## config.mk

```make
export PLATFORM = sky130hd
export DESIGN_NAME = fp_addsub_pipe_flat
export DESIGN_NICKNAME = d
export VERILOG_FILES = /design/src/rtl/fp_addsub_pipe_if.sv /design/src/rtl/fp_addsub_pipe.sv /design/src/flat_wrapper.sv
export SDC_FILE = /design/constraint.sdc
export NUM_CORES = 1
export LEC_CHECK = 0
export BUFFER_PORTS_ARGS = -buffer_cell sky130_fd_sc_hd__buf_2
export CORE_ASPECT_RATIO = 0.8
export CORE_MARGIN = 3
export CORE_UTILIZATION = 50
export CTS_BUF_LIST = sky130_fd_sc_hd__clkbuf_4 sky130_fd_sc_hd__clkbuf_8
export DETAILED_ROUTE_END_ITERATION = 10
export MAX_ROUTING_LAYER = met4
export PLACE_DENSITY = 0.7
export SLEW_MARGIN = 10
export SYNTH_ARGS = -nofsm -noshare
export SYNTH_HDL_FRONTEND = slang
export SYNTH_SLANG_ARGS = --single-unit
```

## constraint.sdc

```tcl
create_clock -name clk -period 6.75 [get_ports clk]
set_input_delay 1.35 -clock clk [delete_from_list [all_inputs] [get_ports clk]]
set_output_delay 1.35 -clock clk [all_outputs]
set_load 0.02 [all_outputs]
```

## src/rtl/fp_addsub_pipe_if.sv

```systemverilog
// Streaming operand/result bundle for the pipelined FP adder/subtractor.
// An operand pair moves in on a clock edge where in_valid & in_ready are both high.
// A result moves out on an edge where out_valid & out_ready are both high.
// The producer holds valid and data stable until the transfer happens.
interface fp_addsub_pipe_if #(
    parameter int E_size     = 8,
    parameter int M_size     = 23,
    parameter int total_size = 1 + E_size + M_size
) ();
    logic                  in_valid;
    logic                  in_ready;
    logic [total_size-1:0] A;
    logic [total_size-1:0] B;
    logic                  op_sub;
    logic                  out_valid;
    logic                  out_ready;
    logic [total_size-1:0] SUM;
    logic [3:0]            flags;

    modport master (
        output in_valid, A, B, op_sub, out_ready,
        input  in_ready, out_valid, SUM, flags
    );

    modport slave (
        input  in_valid, A, B, op_sub, out_ready,
        output in_ready, out_valid, SUM, flags
    );
endinterface

```

## src/rtl/fp_addsub_pipe.sv

```systemverilog
// Three-stage FP add/subtract: S1 unpack/classify/align, S2 significand add,
// S3 normalise/round-to-nearest-even/pack. Global stall, FTZ, flags {invalid, overflow, underflow, inexact}.
module fp_addsub_pipe #(
    parameter int E_size     = 8,
    parameter int M_size     = 23,
    parameter int total_size = 1 + E_size + M_size
) (
    input logic             clk,
    input logic             rst_n,
    fp_addsub_pipe_if.slave bus
);
    localparam int W   = M_size + 4;
    localparam int XW  = E_size + 2;
    localparam int LZW = $clog2(W + 1);
    localparam logic [E_size-1:0]     EXP_ONES = '1;
    localparam logic [total_size-1:0] QNAN     = {1'b0, {E_size{1'b1}}, 1'b1, {(M_size-1){1'b0}}};

    logic adv;
    logic out_valid_q;
    logic [total_size-1:0] sum_q;
    logic [3:0] flags_q;

    assign adv           = !out_valid_q | bus.out_ready;
    assign bus.in_ready  = adv;
    assign bus.out_valid = out_valid_q;
    assign bus.SUM       = sum_q;
    assign bus.flags     = flags_q;

    // ---------------- S1: unpack, classify, swap, align ----------------
    logic              sa, sb;
    logic [E_size-1:0] ea, eb;
    logic [M_size-1:0] fa, fb;
    logic a_zero, b_zero, a_inf, b_inf, a_nan, b_nan, a_snan, b_snan;

    assign sa = bus.A[total_size-1];
    assign sb = bus.B[total_size-1] ^ bus.op_sub;
    assign ea = bus.A[total_size-2 -: E_size];
    assign eb = bus.B[total_size-2 -: E_size];
    assign fa = bus.A[M_size-1:0];
    assign fb = bus.B[M_size-1:0];

    assign a_zero = (ea == '0);
    assign b_zero = (eb == '0);
    assign a_inf  = (ea == EXP_ONES) && (fa == '0);
    assign b_inf  = (eb == EXP_ONES) && (fb == '0);
    assign a_nan  = (ea == EXP_ONES) && (fa != '0);
    assign b_nan  = (eb == EXP_ONES) && (fb != '0);
    assign a_snan = a_nan && !fa[M_size-1];
    assign b_snan = b_nan && !fb[M_size-1];

    logic                  byp_d;
    logic [total_size-1:0] byp_res_d;
    logic [3:0]            byp_flg_d;

    // Special operands resolve here and ride past the arithmetic untouched.
    always_comb begin
        byp_d     = 1'b1;
        byp_res_d = QNAN;
        byp_flg_d = 4'b0000;
        if (a_nan || b_nan) begin
            byp_flg_d = {a_snan | b_snan, 3'b000};
        end else if (a_inf && b_inf && (sa != sb)) begin
            byp_flg_d = 4'b1000;
        end else if (a_inf) begin
            byp_res_d = {sa, EXP_ONES, {M_size{1'b0}}};
        end else if (b_inf) begin
            byp_res_d = {sb, EXP_ONES, {M_size{1'b0}}};
        end else if (a_zero && b_zero) begin
            byp_res_d = {sa & sb, {(total_size-1){1'b0}}};
        end else if (a_zero) begin
            byp_res_d = {sb, eb, fb};
        end else if (b_zero) begin
            byp_res_d = {sa, ea, fa};
        end else begin
            byp_d = 1'b0;
        end
    end

    logic              b_gt;
    logic              big_s_d;
    logic [E_size-1:0] big_e_d, small_e, diff;
    logic [M_size-1:0] big_f, small_f;
    logic [W-1:0]      big_sig_d, small_ext, shift_mask, small_al_d;

    always_comb begin
        b_gt       = {eb, fb} > {ea, fa};
        big_s_d    = b_gt ? sb : sa;
        big_e_d    = b_gt ? eb : ea;
        small_e    = b_gt ? ea : eb;
        big_f      = b_gt ? fb : fa;
        small_f    = b_gt ? fa : fb;
        diff       = big_e_d - small_e;
        big_sig_d  = {1'b1, big_f, 3'b000};
        small_ext  = {1'b1, small_f, 3'b000};
        // Bits shifted out below S are folded into S; huge shifts leave sticky only.
        shift_mask = ~({W{1'b1}} << diff);
        small_al_d = (small_ext >> diff) | {{(W-1){1'b0}}, |(small_ext & shift_mask)};
    end

    logic                  v1_q, byp1_q, sub1_q, sign1_q;
    logic [total_size-1:0] byp_res1_q;
    logic [3:0]            byp_flg1_q;
    logic [E_size-1:0]     exp1_q;
    logic [W-1:0]          big1_q, small1_q;

    // ---------------- S2: significand add/subtract ----------------
    logic [W:0] sum2_d;
    assign sum2_d = sub1_q ? ({1'b0, big1_q} - {1'b0, small1_q})
                           : ({1'b0, big1_q} + {1'b0, small1_q});

    logic                  v2_q, byp2_q, sign2_q;
    logic [total_size-1:0] byp_res2_q;
    logic [3:0]            byp_flg2_q;
    logic [E_size-1:0]     exp2_q;
    logic [W:0]            sum2_q;

    // ---------------- S3: normalise, round, pack ----------------
    logic [LZW-1:0]          lzc;
    logic [W-1:0]            norm;
    logic signed [XW-1:0]    exp_n, exp_r;
    logic                    g_b, r_b, s_b, round_up, inexact;
    logic [M_size+1:0]       rnd;
    logic [M_size-1:0]       frac_r;
    logic [total_size-1:0]   res_d;
    logic [3:0]              flg_d;

    always_comb begin
        lzc = LZW'(W);
        for (int i = 0; i < W; i++) begin
            if (sum2_q[i]) lzc = LZW'(W - 1 - i);
        end
    end

    always_comb begin
        if (sum2_q[W]) begin
            norm  = sum2_q[W:1] | {{(W-1){1'b0}}, sum2_q[0]};
            exp_n = XW'(exp2_q) + XW'(1);
        end else begin
            norm  = sum2_q[W-1:0] << lzc;
            exp_n = XW'(exp2_q) - XW'(lzc);
        end
        g_b      = norm[2];
        r_b      = norm[1];
        s_b      = norm[0];
        inexact  = g_b | r_b | s_b;
        round_up = g_b & (r_b | s_b | norm[3]);
        rnd      = {1'b0, norm[W-1:3]} + {{(M_size+1){1'b0}}, round_up};
        // A rounding carry means the significand became exactly 2.0.
        if (rnd[M_size+1]) begin
            exp_r  = exp_n + XW'(1);
            frac_r = rnd[M_size:1];
        end else begin
            exp_r  = exp_n;
            frac_r = rnd[M_size-1:0];
        end

        if (byp2_q) begin
            res_d = byp_res2_q;
            flg_d = byp_flg2_q;
        end else if (sum2_q == '0) begin
            res_d = {total_size{1'b0}};
            flg_d = 4'b0000;
        end else if (exp_r >= $signed(XW'(EXP_ONES))) begin
            res_d = {sign2_q, EXP_ONES, {M_size{1'b0}}};
            flg_d = 4'b0101;
        end else if (exp_r <= 0) begin
            res_d = {sign2_q, {(total_size-1){1'b0}}};
            flg_d = 4'b0011;
        end else begin
            res_d = {sign2_q, exp_r[E_size-1:0], frac_r};
            flg_d = {3'b000, inexact};
        end
    end

    always_ff @(posedge clk) begin
        if (!rst_n) begin
            v1_q        <= 1'b0;
            v2_q        <= 1'b0;
            out_valid_q <= 1'b0;
            sum_q       <= '0;
            flags_q     <= '0;
        end else if (adv) begin
            v1_q       <= bus.in_valid;
            byp1_q     <= byp_d;
            byp_res1_q <= byp_res_d;
            byp_flg1_q <= byp_flg_d;
            sign1_q    <= big_s_d;
            sub1_q     <= sa ^ sb;
            exp1_q     <= big_e_d;
            big1_q     <= big_sig_d;
            small1_q   <= small_al_d;

            v2_q       <= v1_q;
            byp2_q     <= byp1_q;
            byp_res2_q <= byp_res1_q;
            byp_flg2_q <= byp_flg1_q;
            sign2_q    <= sign1_q;
            exp2_q     <= exp1_q;
            sum2_q     <= sum2_d;

            out_valid_q <= v2_q;
            if (v2_q) begin
                sum_q   <= res_d;
                flags_q <= flg_d;
            end
        end
    end
endmodule

```

## src/flat_wrapper.sv

```systemverilog
// flat-port wrapper written by rule: the top's interface ports become plain ports
module fp_addsub_pipe_flat 
#(
    parameter int E_size     = 8,
    parameter int M_size     = 23,
    parameter int total_size = 1 + E_size + M_size
)
  (clk, rst_n, bus_in_valid, bus_A, bus_B, bus_op_sub, bus_out_ready, bus_in_ready, bus_out_valid, bus_SUM, bus_flags);
  fp_addsub_pipe_if #(.E_size(E_size), .M_size(M_size), .total_size(total_size)) bus_i ();
  input logic clk;
  input logic rst_n;
  input wire logic [$bits(bus_i.in_valid)-1:0] bus_in_valid;
  input wire logic [$bits(bus_i.A)-1:0] bus_A;
  input wire logic [$bits(bus_i.B)-1:0] bus_B;
  input wire logic [$bits(bus_i.op_sub)-1:0] bus_op_sub;
  input wire logic [$bits(bus_i.out_ready)-1:0] bus_out_ready;
  output wire logic [$bits(bus_i.in_ready)-1:0] bus_in_ready;
  output wire logic [$bits(bus_i.out_valid)-1:0] bus_out_valid;
  output wire logic [$bits(bus_i.SUM)-1:0] bus_SUM;
  output wire logic [$bits(bus_i.flags)-1:0] bus_flags;
  assign bus_i.in_valid = bus_in_valid;
  assign bus_i.A = bus_A;
  assign bus_i.B = bus_B;
  assign bus_i.op_sub = bus_op_sub;
  assign bus_i.out_ready = bus_out_ready;
  assign bus_in_ready = bus_i.in_ready;
  assign bus_out_valid = bus_i.out_valid;
  assign bus_SUM = bus_i.SUM;
  assign bus_flags = bus_i.flags;
  fp_addsub_pipe #(.E_size(E_size), .M_size(M_size), .total_size(total_size)) u_core (.clk(clk), .rst_n(rst_n), .bus(bus_i));
endmodule
```

## After elaboration in Yosys (flattened, before gate mapping)

Cells that the tools add are included.

| word-level totals | value |
|---|---|
| register bits after elaboration | 210 |
| input port bits | 69 |
| output and inout port bits | 38 |
| word-level logic and storage cells | 132 |

| cells by class | value |
|---|---|
| $add $sub $neg | 7 |
| magnitude comparators | 3 |
| equality and inequality tests | 3 |
| shift-type cells | 3 |
| muxes and demuxes | 53 |
| bitwise operators | 14 |
| reductions and logical operators | 27 |

Operators by type and width:

| kind | count |
|---|---|
| 32-bit two-way mux | 7 |
| 5-bit two-way mux | 16 |
| 23-bit two-way mux | 3 |
| 31-bit two-way mux | 2 |
| 27-bit by 1-bit OR with 27-bit output | 2 |
| 4-bit two-way mux | 13 |
| 23-bit logical NOT | 2 |
| 23-bit nonzero test | 2 |
| 31-bit > comparator | 1 |
| 27-bit by 27-bit adder with 28-bit output | 1 |
| 28-bit logical NOT | 1 |
| 28-bit two-way mux | 1 |
| 27-bit by 27-bit subtractor with 28-bit output | 1 |
| 27-bit bitwise AND | 1 |
| 27-bit two-way mux | 1 |
| 27-bit inverter | 1 |
| 27-bit OR reduction | 1 |
| 27-bit by 5-bit << shifter with 27-bit output | 1 |
| 27-bit by 8-bit << shifter with 27-bit output (first input constant) | 1 |
| 27-bit by 8-bit >> shifter with 27-bit output | 1 |
| 24-bit by 1-bit adder with 25-bit output | 1 |
| 10-bit two-way mux | 2 |
| 8-bit == test (second input constant) | 2 |
| 8-bit logical NOT | 2 |
| other kinds (21) | 44 |

## Depth between registers and ports, before layout

| depth | value |
|---|---|
| depth in word-level cells | 39 |
| gate-level depth with buffers | 26 |
| gate-level depth less buffers | 22 |

## Worst setup path before layout

OpenSTA, ideal clock, no wires.

| timing path | value |
|---|---|
| path type | input-to-reg |
| start | input port bus_A[23] |
| end | register u_core.small1_q[0] (data pin) |
| library setup time | 0.273 ns |
| data arrival time | 6.247 ns |
| required time | 6.477 ns |
| setup slack | 0.230 ns |
| stages on the path | 24 |
| buffers on the path | 6 |
| cells stage by stage | inv_1 > ha_1 > clkbuf_1 > nand2_1 > or4_1 > nor3_1 > nand2_1 > nor3_1 > or2_2 > clkbuf_1 > clkbuf_1 > buf_1 > clkbuf_1 > nor2_1 > a21boi_0 > ha_1 > nor3_1 > xnor2_1 > clkbuf_1 > nand2_1 > nor3_1 > a31oi_1 > o41ai_1 > nand4_1 |

| on the way | value |
|---|---|
| longest elaborated chain between the ends | 8 |
| elaborated cells on any way between the ends | 11 |
| classes of those cells | add/sub (1); order compare (1); shift (2); mux (3); bitwise (3); reduce/logical (1) |

RTL lines:

| item | RTL line | text |
|---|---|---|
| start, declared | flat_wrapper.sv:13 | `input wire logic [$bits(bus_i.A)-1:0] bus_A;` |
| 31-bit > comparator | fp_addsub_pipe.sv:86 | `b_gt = {eb, fb} > {ea, fa};` |
| 8-bit two-way mux, on equally long branches | fp_addsub_pipe.sv:88, fp_addsub_pipe.sv:89 |  |
| 8-bit subtractor | fp_addsub_pipe.sv:92 | `diff = big_e_d - small_e;` |
| 27-bit by 8-bit << shifter with 27-bit output | fp_addsub_pipe.sv:96 | `shift_mask = ~({W{1'b1}} << diff);` |
| 27-bit inverter | fp_addsub_pipe.sv:96 |  |
| 27-bit bitwise AND | fp_addsub_pipe.sv:97 | `small_al_d = (small_ext >> diff) \| {{(W-1){1'b0}}, \|(small_ext & shift_mask)};` |
| 27-bit OR reduction | fp_addsub_pipe.sv:97 |  |
| 27-bit by 1-bit OR with 27-bit output (*) | fp_addsub_pipe.sv:97 |  |
| via u_core.small_al_d[0] | fp_addsub_pipe.sv:83 | `logic [W-1:0] big_sig_d, small_ext, shift_mask, small_al_d;` |
| end signal, assigned | fp_addsub_pipe.sv:191 | `small1_q <= small_al_d;` |
| end, declared | fp_addsub_pipe.sv:104 | `logic [W-1:0] big1_q, small1_q;` |

Mark *: on every way through the listed nets, which the timed path passes. The rest lies on a longest branch.
A chain may end at the register's enable or synchronous reset.

## Worst setup path after layout

| timing path | value |
|---|---|
| start | register u_core.sum2_q[23] |
| end | register u_core.sum_q[17] (netlist: u_core.bus.SUM[17]) |

| on the way | value |
|---|---|
| longest elaborated chain between the ends | 16 |
| elaborated cells on any way between the ends | 23 |
| classes of those cells | add/sub (3); order compare (2); shift (1); mux (12); bitwise (4); reduce/logical (1) |

RTL lines:

| item | RTL line | text |
|---|---|---|
| start, declared | fp_addsub_pipe.sv:115 | `logic [W:0] sum2_q;` |
| start signal, assigned | fp_addsub_pipe.sv:199 | `sum2_q <= sum2_d;` |
| 5-bit two-way mux (4 in a row) | fp_addsub_pipe.sv:130 | `if (sum2_q[i]) lzc = LZW'(W - 1 - i);` |
| 27-bit by 5-bit << shifter with 27-bit output | fp_addsub_pipe.sv:139 | `norm = sum2_q[W-1:0] << lzc;` |
| 27-bit two-way mux | fp_addsub_pipe.sv:135 | `if (sum2_q[W]) begin` |
| 1-bit OR (2 in a row) | fp_addsub_pipe.sv:146 | `round_up = g_b & (r_b \| s_b \| norm[3]);` |
| 1-bit bitwise AND | fp_addsub_pipe.sv:146 |  |
| 24-bit by 1-bit adder with 25-bit output | fp_addsub_pipe.sv:147 | `rnd = {1'b0, norm[W-1:3]} + {{(M_size+1){1'b0}}, round_up};` |
| 10-bit two-way mux | fp_addsub_pipe.sv:149 | `if (rnd[M_size+1]) begin` |
| 10-bit by 1-bit less-or-equal comparator with 1-bit output | fp_addsub_pipe.sv:166 | `end else if (exp_r <= 0) begin` |
| 31-bit two-way mux | fp_addsub_pipe.sv:166 |  |
| 31-bit two-way mux | fp_addsub_pipe.sv:163 | `end else if (exp_r >= $signed(XW'(EXP_ONES))) begin` |
| 32-bit two-way mux (*) | fp_addsub_pipe.sv:160 | `end else if (sum2_q == '0) begin` |
| 32-bit two-way mux (*) | fp_addsub_pipe.sv:157 | `if (byp2_q) begin` |
| end signal, assigned | fp_addsub_pipe.sv:203 | `sum_q <= res_d;` |
| end, declared | fp_addsub_pipe.sv:20 | `logic [total_size-1:0] sum_q;` |

Every way passes the cells marked *; elsewhere a longest branch is shown, timed or not.

==> impl_metrics.py <==
metrics = {
    "outcome": {
        "status": "complete, no violations",
    },
    "sta": {
        "finalSetupViolCount": 0,
        "period_needed_ns": 6.37,
        "worst_pin_slew_ns": 1.11,
        "rsz0062_at_grt": "false",
        "finalMaxSlewViolations": 0,
        "hold_viol": 0,
        "skew_ns": 0.0305,
        "max_freq_ghz": 0.157,
        "finalCritPeriodShare_pct": 94.4,
        "relSlewSlack_pct": 26.0,
        "fin_tns_setup_ns": 0,
        "holdWs_ns": 0.398,
    },
    "cells_and_area": {
        "synthToLayoutAreaGrowth_pct": 10.0,
        "area.sequential_sq_um": 5740,
        "final_util_pct": 56.2,
        "final_area_sq_um": 18400,
        "nets": 2204,
        "fillCellCount": 3057,
        "layout-drive-gt1-share_pct": 13.8,
        "multiInputGateArea_sq_um": 10000,
        "n_antenna_cell": 0,
    },
    "critical_path": {
        "cp-startpoint": "u_core.sum2_q[23]",
        "critPathSlowestCell": "nor3_2",
        "critPathLaunchType": "flip-flop",
        "critPathRequiredTime_ns": 7.21,
        "critical_path.cell_chain": "or4_4, nor2_2, o21a_1, inv_2, nor2_1, o21ai_1, a31oi_1, nor3_1, a311o_1, or3_1, nor4_1, mux2i_1, nor4_4, nor3_2, o2bb2ai_1",
        "critPathMaxStageDelay_ns": 0.79,
        "path_buf_inv": 1,
        "worstPathMaxFanout": 16,
        "critical_path_class": "flip-flop to flip-flop",
        "timing.rr.start": "u_core.sum2_q[23]",
        "crit_family": "simple AND/OR/NAND/NOR gates",
        "worstPathArrival_ns": 6.84,
        "critPathCaptureType": "flip-flop",
    },
    "placed_design": {
        "gp_congestion": 1.03,
        "port-buffer-count": 106,
        "hpwl_microns": 45300,
        "placed_area_sq_um": 17700,
    },
    "global_route": {
        "grt_max_degree": 63,
        "overflow": 0,
        "antenna_found_initial": 1,
        "track_usage_pct": 32.9,
        "grt_pass1_wl_microns": 88700,
        "first_global_vias": 14731,
    },
    "pwr": {
        "p_total_w": 0.00494,
        "ir_drop_mv": 0.201,
        "power_density_nw_per_um2": 269,
        "p_leak_nw": 7.52,
    },
    "cts": {
        "cts_buffers": 34,
        "cts_tree": "yes",
        "htree_levels": 2,
        "cts.sinks": 204,
        "cts_setup_buffers": 0,
        "cts_buffer_depth": 3,
        "cts-root-buf": "clkbuf_8",
        "cts-hold-fix-buffers": 0,
        "cts-resized-gates": 0,
        "clock_latency_ns": 0.54,
        "clk_pin_slew_ns": 0.06,
    },
    "route": {
        "wl_per_cell_microns": 23.6,
        "routed_wl_microns": 58900,
        "drt_drc_violations_left": 0,
        "drt_pre_antenna_iters": 6,
        "via_per_inst": 6.50,
        "via_count": 16222,
        "drt-initial-drc-count": 2212,
        "postRouteAntennaNets": 0,
    },
    "floorplan": {
        "placementRows": 59,
        "start_util_pct": 51.0,
        "die_h_microns": 170,
        "core_sq_um": 32800,
        "die_w_microns": 211,
        "die_area_sq_um": 35700,
        "ioPinCount": 107,
    },
    "logic_synthesis": {
        "synthArstFlopShare_pct": 0,
        "synthesis.nets": 2119,
        "synth-main-ff-cell": "edfxtp_1",
        "synth.distinct_cells": 104,
        "syn_area_sq_um": 16700,
        "yosysSeqAreaShare_pct": 34.3,
        "synth_warnings": 0,
        "synth_cells": 1959,
        "synth-seq-cells": 204,
        "synth_edf_count": 165,
        "syn_avg_cell_area_sq_um": 8.54,
    },
    "min_path": {
        "hp-start": "u_core.byp_res1_q[15]",
        "min_path_type": "flip-flop to flip-flop",
    },
    "run": {
        "cap_violations": 0,
    },
}
## area by class of cell
class,instances,area share [%]
inverter,116,2.41
tap,427,2.90
sequential,204,31.2
clock buffer,40,2.79
multi-input combinational,1527,54.3
timing repair buffer,161,5.19
clock inverter,22,1.24
## path summary, 6_finish.rpt
check / endpoint / slack [ns] / depth (start not counted)
min: u_core.byp_res2_q[15] / 0.40 / 0
max: u_core.bus.SUM[17] / 0.38 / 15
min reg2reg: u_core.byp_res2_q[15] / 0.40 / 0
max reg2reg: u_core.bus.SUM[17] / 0.38 / 15
## per-stage QoR
stage                     cells  setup slack [ns]
after detailed placement   2435             0.260
after global placement     2435             0.461
final                      2497             0.375
after CTS                  2497             0.631
after global routing       2497             0.125
after floorplan            1959             0.230
## cell families (layout without fill, tap and decap cells)
| kind of cell | Yosys count | in the layout | synth area share (%) |
|---|---|---|---|
| simple gates | 703 | 703 | 20.8 |
| compound gates | 570 | 570 | 22.5 |
| buf+inv | 228 | 339 | 6.11 |
| flops | 204 | 204 | 34.3 |
| fa+ha+maj | 91 | 91 | 6.90 |
| mux | 90 | 90 | 5.65 |
| xor+xnor | 73 | 73 | 3.82 |
## layout by cell type (no fill, tap or decap), types with 12 or more instances in the layout
cell       count
a211oi_1      15
a21o_1        18
a21oi_1      180
a31oi_1       20
and2_1        17
and3_1        33
buf_2        106
buf_4         54
clkbuf_8      34
dfxtp_1       39
edfxtp_1     165
ha_1          89
inv_1        109
mux2i_1       78
nand2_1      230
nand2b_1      12
nand3_1       62
nand4_1       23
nor2_1       141
nor2b_1       14
nor3_1        78
nor4_1        23
o211ai_1      20
o21ai_0      108
o21bai_1      18
o22ai_1       13
o2bb2ai_1     20
o31ai_1       13
or3_1         20
xnor2_1       48
xor2_1        24
## state kept, by name, summed over array words and instances (netlist names), 4 cells and up
signal             count
u_core.sum2_q         28
u_core.small1_q       27
u_core.byp_res1_q     32
u_core.bus.SUM        32
u_core.exp1_q          8
u_core.bus.flags       4
u_core.byp_res2_q     32
u_core.exp2_q          8
u_core.big1_q         23
## power by group
part	switching (W)	leakage [nW]	internal, W
Sequential	0.000159	1.93	0.00150
Combinational	0.00136	5.21	0.000745
Clock	0.000509	0.386	0.000672
Total	0.00203	7.52	0.00292
## cells in the mapped netlist (9+ instances only)
cell type / number / area share (%)
nand2_1: 230 / 5.2
a21oi_1: 181 / 5.4
edfxtp_1: 165 / 30
nor2_1: 142 / 3.2
inv_1: 109 / 2.4
o21ai_0: 108 / 3.2
ha_1: 89 / 6.7
nor3_1: 79 / 2.4
mux2i_1: 78 / 4.7
clkbuf_1: 68 / 1.5
nand3_1: 62 / 1.9
xnor2_1: 49 / 2.6
dfxtp_1: 39 / 4.7
and3_1: 33 / 1.2
xor2_1: 24 / 1.3
nand4_1: 23 / 0.86
nor4_1: 23 / 0.86
a31oi_1: 20 / 0.75
o211ai_1: 20 / 0.90
o2bb2ai_1: 20 / 1.0
or3_1: 20 / 0.75
a21o_1: 18 / 0.81
and2_1: 18 / 0.67
o21bai_1: 18 / 0.81
buf_6: 16 / 1.1
a211oi_1: 15 / 0.67
nor2b_1: 14 / 0.52
buf_1: 13 / 0.29
o22ai_1: 13 / 0.49
o31ai_1: 13 / 0.58
nand2b_1: 12 / 0.45
buf_2: 10 / 0.30
a221oi_1: 9 / 0.47
## layer usage
metal  GRT usage [%]  vias up  part of all wire [%]  wire length (microns)
met5               -        -                     0                      0
met4            10.4        0                   3.7                   2160
met3            4.77      143                   9.6                   5670
met2            47.3      946                    42                  24700
met1            47.9     7661                    45                  26400
li1                -     7472                     -                      -
(Power assumes the default switching activity.)
